$ cat src/rtl/tsense_monitor.sv
// tsense_monitor: 4-sample moving average of LM07 temperature words with a hysteresis
// over-temperature alarm FSM. Define TSENSE_PEAK_HOLD_EN to add the raw peak-hold register.
module tsense_monitor #(
    parameter logic signed [7:0] T_HIGH   = 8'sd50,
    parameter logic signed [7:0] T_LOW    = 8'sd45,
    parameter int unsigned       TRIP_CNT = 3
) (
    input  logic       SYSCLK,
    input  logic       RST,
    input  logic [7:0] DIN,
    input  logic       DIN_VLD,
    input  logic       PEAK_CLR,
    output logic [7:0] AVG,
    output logic       AVG_STB,
    output logic       ALARM,
    output logic [7:0] PEAK
);

    localparam logic [1:0] ST_IDLE   = 2'd0;
    localparam logic [1:0] ST_NORMAL = 2'd1;
    localparam logic [1:0] ST_PEND   = 2'd2;
    localparam logic [1:0] ST_ALARM  = 2'd3;
    localparam logic [3:0] TRIP_LIM  = 4'(TRIP_CNT);

    logic [3:0][7:0]  buf_r;
    logic signed [9:0] sum_r;
    logic signed [9:0] sum_nxt_s;
    logic [2:0]        fill_r;
    logic              avg_pend_r;
    logic [1:0]        state_r;
    logic [1:0]        state_nxt_s;
    logic [3:0]        cnt_r;
    logic [3:0]        cnt_nxt_s;
    logic [3:0]        cnt_inc_s;
    logic              above_s;
    logic              below_s;

    // buf_r[3] is the oldest entry; both operands sign-extended so the sum stays exact
    assign sum_nxt_s = sum_r + {{2{DIN[7]}}, DIN} - {{2{buf_r[3][7]}}, buf_r[3]};

    // Sample buffer, running sum and warm-up fill counter (E0)
    always_ff @(posedge SYSCLK or posedge RST) begin
        if (RST) begin
            buf_r      <= '0;
            sum_r      <= 10'sd0;
            fill_r     <= 3'd0;
            avg_pend_r <= 1'b0;
        end else begin
            avg_pend_r <= DIN_VLD && (fill_r >= 3'd3);
            if (DIN_VLD) begin
                buf_r  <= {buf_r[2:0], DIN};
                sum_r  <= sum_nxt_s;
                fill_r <= (fill_r == 3'd4) ? 3'd4 : fill_r + 3'd1;
            end
        end
    end

    // Average register and strobe (E1); bits [9:2] are the floor of sum/4
    always_ff @(posedge SYSCLK or posedge RST) begin
        if (RST) begin
            AVG     <= 8'h00;
            AVG_STB <= 1'b0;
        end else begin
            AVG_STB <= avg_pend_r;
            if (avg_pend_r) begin
                AVG <= sum_r[9:2];
            end
        end
    end

    assign above_s   = $signed(AVG) > T_HIGH;
    assign below_s   = $signed(AVG) < T_LOW;
    assign cnt_inc_s = cnt_r + 4'd1;

    // Hysteresis next-state logic, evaluated only on a fresh average
    always_comb begin
        state_nxt_s = state_r;
        cnt_nxt_s   = cnt_r;
        if (AVG_STB) begin
            case (state_r)
                ST_IDLE, ST_NORMAL: begin
                    if (above_s) begin
                        cnt_nxt_s   = 4'd1;
                        state_nxt_s = (TRIP_LIM == 4'd1) ? ST_ALARM : ST_PEND;
                    end else begin
                        cnt_nxt_s   = 4'd0;
                        state_nxt_s = ST_NORMAL;
                    end
                end
                ST_PEND: begin
                    if (above_s) begin
                        cnt_nxt_s   = cnt_inc_s;
                        state_nxt_s = (cnt_inc_s >= TRIP_LIM) ? ST_ALARM : ST_PEND;
                    end else begin
                        cnt_nxt_s   = 4'd0;
                        state_nxt_s = ST_NORMAL;
                    end
                end
                ST_ALARM: begin
                    if (below_s) begin
                        cnt_nxt_s   = 4'd0;
                        state_nxt_s = ST_NORMAL;
                    end else begin
                        state_nxt_s = ST_ALARM;
                    end
                end
                default: begin
                    cnt_nxt_s   = 4'd0;
                    state_nxt_s = ST_IDLE;
                end
            endcase
        end else begin
            state_nxt_s = state_r;
            cnt_nxt_s   = cnt_r;
        end
    end

    // State, trip counter and alarm output registers (E2)
    always_ff @(posedge SYSCLK or posedge RST) begin
        if (RST) begin
            state_r <= ST_IDLE;
            cnt_r   <= 4'd0;
            ALARM   <= 1'b0;
        end else begin
            state_r <= state_nxt_s;
            cnt_r   <= cnt_nxt_s;
            ALARM   <= (state_nxt_s == ST_ALARM);
        end
    end

`ifdef TSENSE_PEAK_HOLD_EN
    // Peak-hold register; a clear coinciding with a sample restarts from that sample
    always_ff @(posedge SYSCLK or posedge RST) begin
        if (RST) begin
            PEAK <= 8'h80;
        end else if (DIN_VLD && PEAK_CLR) begin
            PEAK <= DIN;
        end else if (PEAK_CLR) begin
            PEAK <= 8'h80;
        end else if (DIN_VLD && ($signed(DIN) > $signed(PEAK))) begin
            PEAK <= DIN;
        end
    end
`else
    logic peak_clr_unused_s;
    assign peak_clr_unused_s = PEAK_CLR;
    assign PEAK = 8'h80;
`endif

endmodule

$ cat config.mk
export PLATFORM = sky130hd
export DESIGN_NAME = tsense_monitor
export DESIGN_NICKNAME = d
export VERILOG_FILES = /design/src/rtl/tsense_monitor.sv
export SDC_FILE = /design/constraint.sdc
export NUM_CORES = 1
export LEC_CHECK = 0
export ABC_AREA = 1
export BUFFER_PORTS_ARGS = -buffer_cell sky130_fd_sc_hd__buf_4
export CAP_MARGIN = 20
export CORE_UTILIZATION = 60
export DETAILED_ROUTE_END_ITERATION = 10
export GPL_ROUTABILITY_DRIVEN = 0
export PLACE_DENSITY_LB_ADDON = 0.12
export SKIP_CTS_REPAIR_TIMING = 1
export SLEW_MARGIN = 15
export SYNTH_ARGS = -nofsm -noshare
export SYNTH_HDL_FRONTEND = slang
export SYNTH_SLANG_ARGS = --single-unit
$ cat constraint.sdc
create_clock -name SYSCLK -period 3.5 [get_ports SYSCLK]
set_input_delay 0.7 -clock SYSCLK [delete_from_list [all_inputs] [get_ports SYSCLK]]
set_output_delay 0.7 -clock SYSCLK [all_outputs]
set_load 0.005 [all_outputs]
==> Yosys cells after proc, flatten, opt, wreduce, memory -nomap -nowiden <==
Cells that the tools add are included.
{ "totals": {"regBits": 62, "in_bits": 12} }
{ "classes": {"n_addsub": 4, "n_lt_le_gt_ge": 4, "eq_ne": 6, "mux": 11, "reduce_logical": 4} }
{ "ops": {"columns": ["cell", "n"], "rows": [
  ["one-hot mux 4 bit (3 select lines)", 1],
  ["adder 10 bit", 1],
  ["subtractor 10 bit", 1],
  ["> comparator 8 x 7 -> 1 bit (second input constant)", 1],
  ["< comparator 8 x 7 -> 1 bit (second input constant)", 1],
  ["two-way mux 2 bit", 4],
  ["two-way mux 4 bit", 2],
  ["== test 2 bit (second input constant)", 3],
  ["one-hot mux 2 bit (3 select lines)", 1],
  ["adder 4 x 1 -> 4 bit (second input constant)", 1],
  [">= comparator 4 x 2 -> 1 bit (second input constant)", 1],
  ["adder 3 x 1 -> 3 bit (second input constant)", 1],
  ["== test 3 bit (second input constant)", 1],
  [">= comparator 3 x 2 -> 1 bit (second input constant)", 1],
  ["two-way mux 3 bit", 1],
  ["== test 2 x 1 -> 1 bit (second input constant)", 1],
  ["zero test 2 bit", 1],
  ["two-way mux 1 bit", 2],
  ["inequality test 2 bit (second input constant)", 1],
  ["AND reduction 2 bit", 1],
  ["OR reduction 2 bit", 1],
  ["logical AND 1 bit", 1]
]} }

==> Depth between registers and ports, before layout <==
Gate-level depths: netlist of the first run.
{ "logic_depth": {"word_depth": 7, "mapped_depth": 13, "ltp_nobuf": 13} }

==> Least setup slack after synthesis of the first run <==
No wires, ideal clock.
{ "synth_path": {"path_kind": "input -> register", "startpoint": "input port DIN[1]", "endpoint": "register sum_r[6]", "setup_time_ns": 0.121, "t_arrival_ns": 2.240, "path_slack_ns": 1.140, "stages": 9, "n_path_buf": 0, "path_cell_list": "inv_1 -> fa_1 -> inv_1 -> fa_1 -> nand3_1 -> nand2_1 -> a21oi_1 -> and2_1 -> o21ai_1"} }
{ "synth_between": {"elab_chain_cells": 2} }
{ "synth_lines": {"columns": ["element", "line", "source"], "rows": [
  ["start: declaration", "10", "input logic [7:0] DIN,"],
  ["adder 10 bit", "39", "assign sum_nxt_s = sum_r + {{2{DIN[7]}}, DIN} - {{2{buf_r[3][7]}}, buf_r[3]};"],
  ["subtractor 10 bit", "39", null],
  ["end signal: assignment", "52", "sum_r <= sum_nxt_s;"],
  ["end: declaration", "26", "logic signed [9:0] sum_r;"]
]} }
No other way between the ends.
A chain may end at the register's enable or synchronous reset.

==> Final worst setup path of the first run <==
Ends and elaborated chain as after synthesis.

==> results of run 1 <==
-- power groups by stage --
stage          Clock (W)  Sequential, W  Combinational (W)
6_report        0.000732        0.00102            0.00135
5_1_grt         0.000772        0.00104            0.00158
4_1_cts         0.000737        0.00102            0.00136
3_5_place_dp           0        0.00103            0.00134
3_3_place_gp           0        0.00103            0.00130
2_1_floorplan          0        0.00101            0.00105
-- synth_stat cells (all sizes together) (2+ instances only) --
| master | n |
|---|---|
| conb | 2 |
| nand2 | 107 |
| nand3 | 18 |
| nor2 | 24 |
| o22ai | 2 |
| nand4 | 3 |
| a21oi | 16 |
| inv | 75 |
| buf | 15 |
| o21ai | 42 |
| fa | 9 |
| nand3b | 2 |
| ha | 16 |
| o21bai | 2 |
| clkbuf | 4 |
| dfrtp | 62 |
-- cell type report --
| class | count | area, µm² |
|---|---|---|
| Tap cell | 70 | 87.6 |
| Clock inverter | 3 | 65.1 |
| Clock buffer | 13 | 169 |
| Multi-Input combinational cell | 255 | 1450 |
| Sequential cell | 62 | 1550 |
| Fill cell | 406 | 1480 |
| Inverter | 75 | 282 |
| Timing Repair Buffer | 21 | 158 |
-- sequential cells by signal (all words and copies together), names as in the netlist --
name        cells
ALARM           1
AVG             8
AVG_STB         1
avg_pend_r      1
buf_r          32
cnt_r           4
fill_r          3
state_r         2
sum_r          10
-- cells by family (layout without fill, tap and decap cells) --
logic type	after synthesis	count (layout)	synth area share, %
AOI/OAI and AO/OA	64	64	10.5
other	2	8	0.223
DFF	62	62	46.1
xor gates and xnor gates	2	2	0.521
buffers and inverters	94	112	11.6
and+or+nand+nor	156	156	19.7
adders and majority gates	25	25	11.3
-- per-layer routing --
layer	part of all wire [%]	wire (µm)	global-route usage [%]
met1	46	2770	31.5
met2	49	2930	38.7
met3	3.2	190	4.40
met4	2.3	139	10.8
met5	0	0	0
-- worst register-to-register path: cells and delay by family (launching register included) --
kind,cells,cell delay [ns]
AOI/OAI and AO/OA,2,0.27
adders and majority gates,2,0.96
buffers and inverters,1,0.07
DFF,1,0.40
and+or+nand+nor,3,0.35
-- worst max-delay path by stage --
| stage | to | from | cells after the start |
|---|---|---|---|
| 6_report | sum_r[6] | DIN[1] | 10 |
| 5_1_grt | sum_r[6] | DIN[1] | 10 |
| 4_1_cts | sum_r[6] | DIN[1] | 10 |
| 3_5_place_dp | sum_r[6] | DIN[1] | 10 |
| 3_3_place_gp | sum_r[6] | DIN[1] | 10 |
| 2_1_floorplan | sum_r[6] | DIN[1] | 9 |
-- per-stage QoR --
stage | util, % | total power, W | instance area, µm² | instances
after global placement | 67.3 | 0.00233 | 3520 | 483
final | 71.7 | 0.00310 | 3760 | 499
after CTS | 71.7 | 0.00312 | 3760 | 499
after global routing | 71.7 | 0.00340 | 3760 | 499
after detailed placement | 67.3 | 0.00237 | 3520 | 483
after floorplan | - | 0.00205 | 3390 | 411
==> results_dict.tcl, run 1 <==
set metrics [dict create \
    ys_async_sr_fraction_pct 100 \
    place_hpwl_um 4260 \
    grt_overflow 0 \
    syn-instance-count 405 \
    cp_max_fo 3 \
    port_buffers 20 \
    final_net_count 461 \
    detail_route.wirelength_um 6030 \
    clk_path_buf_depth 2 \
    boundaryPins 30 \
    worstPathArrival_ns 2.50 \
    path_cells "buf_4 > inv_1 > fa_1 > inv_1 > fa_1 > nand3_1 > nand2_1 > a21oi_1 > and2_1 > o21ai_1" \
    leakagePower_nw 2.03 \
    clockRootBuffer "clkbuf_8" \
    grt_max_degree 47 \
    ys_ff_latch 62 \
    dp_slack_ns 0.876 \
    ant_nets 0 \
    outcome "complete, no violations" \
    cts_tree "done" \
    antenna_found_initial 0 \
    fp-row-count 26 \
    wire_per_inst_um 12.1 \
    critPathKind "input pin to register" \
    fmax_ghz 0.437 \
    core_area_um2 5240 \
    p_int_w 0.00189 \
    synth-edff-count 0 \
    clk_latency_ns 0.33 \
    maxSlewHeadroom_pct 54.0 \
    dieHeight_um 76.9 \
    finalWorstPathRequiredPeriod_ns 2.29 \
    dieWidth_um 76.9 \
    firstDrtPassIters 5 \
    finalHoldViolations 0 \
    p_sw_share_pct 39.0 \
    worst_slew_pin_slew_ns 0.690 \
    required_ns 3.71 \
    crit_family "adder cells" \
    vias 2471 \
    first_iter_violations 119 \
    mostFrequentLayoutCells "nand2_1, inv_1, dfrtp_1, o21ai_0, buf_4" \
    p_switching_w 0.00121 \
    p_per_area_nw_per_um2 825 \
    clock_skew_ns 0.00818 \
    yosysSeqAreaShare_pct 46.1 \
    setup_viol 0 \
    cts_buffers 9 \
    antennaDiodeCount 0 \
    grt_pass1_wl_um 10900 \
    end_kind "register" \
    slowest_stage "fa_1" \
    worstReg2RegStart "buf_r[25]" \
    final_common_cell "nand2_1" \
    ir_worst_vdd_uv 483 \
    grt_pass1_vias 2421 \
    synth.area.top_cells "dfrtp_1, nand2_1, inv_1" \
    dieArea_um2 5910 \
    grt.total_usage_pct 23.9 \
    tns_ns 0 \
    hold_ws_ns 0.450 \
    ys_warn_count 0 \
    fin_ws_ns 1.21 \
    critPathMaxStageDelay_ns 0.53 \
    synth_top_area_share_pct 46.1 \
    period_share_pct 65.4 \
    initial_utilization_pct 64.3 \
    synth.distinct_cells 34 \
    viasPerCell 4.95 \
    syn_to_final_growth_pct 11.6 \
    timing.rr.end "sum_r[6]" \
    critPathBufInv 3 \
    hold_class "input pin to asynchronous set/reset pin" \
    reg2reg_depth 8 \
    path_clk_slew_ns 0.07 \
    pwr-share-seq_pct 32.9 \
    cts_htree_levels 3 \
    rsz0062_at_grt "false" \
    start_kind "input pin" \
    route.detailed.drc 0 \
    power_frac_comb_pct 43.5 \
    postSynthAreaPerCell_um2 8.31 \
    drive_above_1_share_pct 13.5 \
    power.share.clock_pct 23.6 \
    r2r_setup_slack_ns 1.33 \
    synth_area_um2 3370 \
    cap_violations 0 \
    cts.sinks 62 \
    synth_flop_cell "dfrtp_1" \
    yosys.area.top_type "dfrtp_1" \
    finalMaxSlewViolations 0 \
]
(Power assumes the default switching activity.)
==> inputs of run 2 (changes only) <==
Settings changed: ABC_AREA 1 to 0, CORE_UTILIZATION 60 to 54.
Clock period 3.5 ns to 1.96 ns, I/O delays scaled along.
==> run 2 against run 1 <==
  * Combinational power grew to 3.0 times the previous value
  * The flow now finishes with violations (setup timing)
  * Final cell count is 14% lower
  * Largest cell class is now multi-input combinational cells
  * Highest routed layer unchanged
  * Non-clock buffer count is 27 higher
  * Critical endpoint is now sum_r[8]
  * Worst setup slack worse by 1.5 ns
  * Global-route usage is 3.9 points lower
==> results_dict.tcl, run 2 <==
set metrics [dict create \
    synth_flop_cell "dfrtp_1" \
    failed_checks "setup timing" \
    start_kind "register" \
    cts_tree "done" \
    grt_max_degree 63 \
    period_share_pct 117 \
    mostFrequentLayoutCells "dfrtp_1, buf_4, inv_1, mux2_1, mux2_2" \
    finalWorstPathRequiredPeriod_ns 2.29 \
    ys_warn_count 0 \
    detail_route.wirelength_um 5810 \
    leakagePower_nw 1.95 \
    clk_latency_ns 0.34 \
    critPathMaxStageDelay_ns 0.52 \
    path_cells "fa_1 > inv_2 > ha_4 > a21o_1 > a21oi_2 > o21bai_4 > or4b_4 > o311ai_2" \
    synth_top_area_share_pct 45.9 \
    top_regs "buf_r: 32 flops, sum_r: 10 flops, AVG: 8 flops" \
    dieHeight_um 81.1 \
    crit_family "adder cells" \
    grt.total_usage_pct 20.0 \
    synth-edff-count 0 \
    grt_pass1_vias 2180 \
    end_kind "register" \
    drive_above_1_share_pct 31.7 \
    p_per_area_nw_per_um2 1770 \
    initial_utilization_pct 56.4 \
    ys_ff_latch 62 \
    ys_top_cells_by_count "dfrtp_1, inv_1, mux2_1" \
    syn_to_final_growth_pct 23.3 \
    worstPathArrival_ns 2.52 \
    synth_area_um2 3380 \
    setup_viol 6 \
    dieWidth_um 81.1 \
    vias 2222 \
    final_common_cell "dfrtp_1" \
    core_area_um2 5990 \
    yosys.area.top_type "dfrtp_1" \
    outcome "finished with violations" \
    top_register "buf_r" \
    postSynthAreaPerCell_um2 11.3 \
    finalHoldViolations 0 \
    hold_class "input pin to asynchronous set/reset pin" \
    worstReg2RegStart "buf_r[26]" \
    cap_violations 0 \
    yosysMostFrequentCell "dfrtp_1" \
    ys_async_sr_fraction_pct 100 \
    route.detailed.drc 0 \
    firstDrtPassIters 4 \
    path_clk_slew_ns 0.07 \
    dp_slack_ns -0.496 \
    yosysSeqAreaShare_pct 45.9 \
    tns_ns -1.49 \
    slowest_stage "fa_1" \
    syn-instance-count 299 \
    cp.depth 8 \
    critPathBufInv 1 \
    clk_path_buf_depth 2 \
    timing.rr.end "sum_r[8]" \
    antenna_found_initial 0 \
    cts.sinks 62 \
    port_buffers 20 \
    synth.distinct_cells 57 \
    dieArea_um2 6580 \
    clock_skew_ns 0.00726 \
    final_cells 428 \
    fp-row-count 28 \
    placed_cells 407 \
    critPathKind "register to register" \
    finalMaxSlewViolations 0 \
    fin_ws_ns -0.333 \
    clockRootBuffer "clkbuf_8" \
    cts_buffers 9 \
    grt_pass1_wl_um 9650 \
    ir_worst_vdd_uv 870 \
    place_hpwl_um 4110 \
    rsz0062_at_grt "true" \
    required_ns 2.19 \
    grt_overflow 0 \
    fmax_ghz 0.436 \
    first_iter_violations 65 \
    total_power_w 0.00739 \
    cts_htree_levels 3 \
    reg2reg_depth 8 \
    r2r_setup_slack_ns -0.33 \
    viasPerCell 5.19 \
    ant_nets 0 \
    boundaryPins 30 \
    antennaDiodeCount 0 \
    cp_max_fo 4 \
    synth.area.top_cells "dfrtp_1, mux2_1, mux2_2" \
    final_net_count 385 \
    wire_per_inst_um 13.6 \
    largest_register_ffs 32 \
]
-- run 2: worst max path at each step --
stage	start	to	slack (ns)
CTS	sum_r[1]	sum_r[9]	-0.42
detailed placement	DIN[1]	sum_r[9]	-0.50
floorplan	sum_r[1]	sum_r[9]	-0.27
global placement	DIN[1]	sum_r[9]	-0.44
finish	buf_r[26]	sum_r[8]	-0.33
global route	buf_r[30]	sum_r[9]	-0.40
-- run 2: kinds of logic after synthesis --
logic type / Yosys count / synth area share [%]
xor+xnor: 6 / 1.56
flops: 62 / 45.9
simple gates: 49 / 8.00
compound gates: 55 / 11.8
buf+inv: 59 / 7.63
mux: 41 / 13.6
other cells: 2 / 0.222
fa+ha+maj: 25 / 11.3
-- run 2: layer usage --
layer,vias to the layer above,wire length (µm),global-route usage [%]
met5,-,0,0
met4,0,106,10.5
met3,15,186,4.83
met2,40,2670,31.3
met1,1065,2850,25.8
li1,1102,-,-
-- run 2: power breakdown --
group	internal [W]	switching [W]	total, W	leakage [nW]
Combinational	0.00221	0.00189	0.00410	1.09
Clock	0.000819	0.000475	0.00129	0.120
Sequential	0.00168	0.000322	0.00200	0.741
Total	0.00471	0.00269	0.00739	1.95
-- run 2: final cells by class --
cell class | count | area, µm²
tap | 75 | 93.8
multi-input combinational | 184 | 1750
inverter | 43 | 161
timing repair buffer | 48 | 373
clock buffer | 13 | 169
clock inverter | 3 | 65.1
sequential | 62 | 1550
fill | 448 | 1820
-- run 2: worst reg2reg max path: stages, from the launching register on --
cell	delay [ns]
dfrtp_1	0.40
fa_1	0.52
inv_2	0.05
ha_4	0.28
a21o_1	0.13
a21oi_2	0.07
o21bai_4	0.17
or4b_4	0.49
o311ai_2	0.08
-- run 2: metrics by stage --
step | util [%] | hold slack [ns] | instance area (µm²)
after detailed placement | 63.3 | 0.471 | 3790
final | 69.5 | 0.117 | 4170
after floorplan | - | 0.352 | 3460
after global routing | 69.5 | 0.143 | 4170
after CTS | 67.2 | 0.121 | 4020
after global placement | 63.3 | 0.462 | 3790
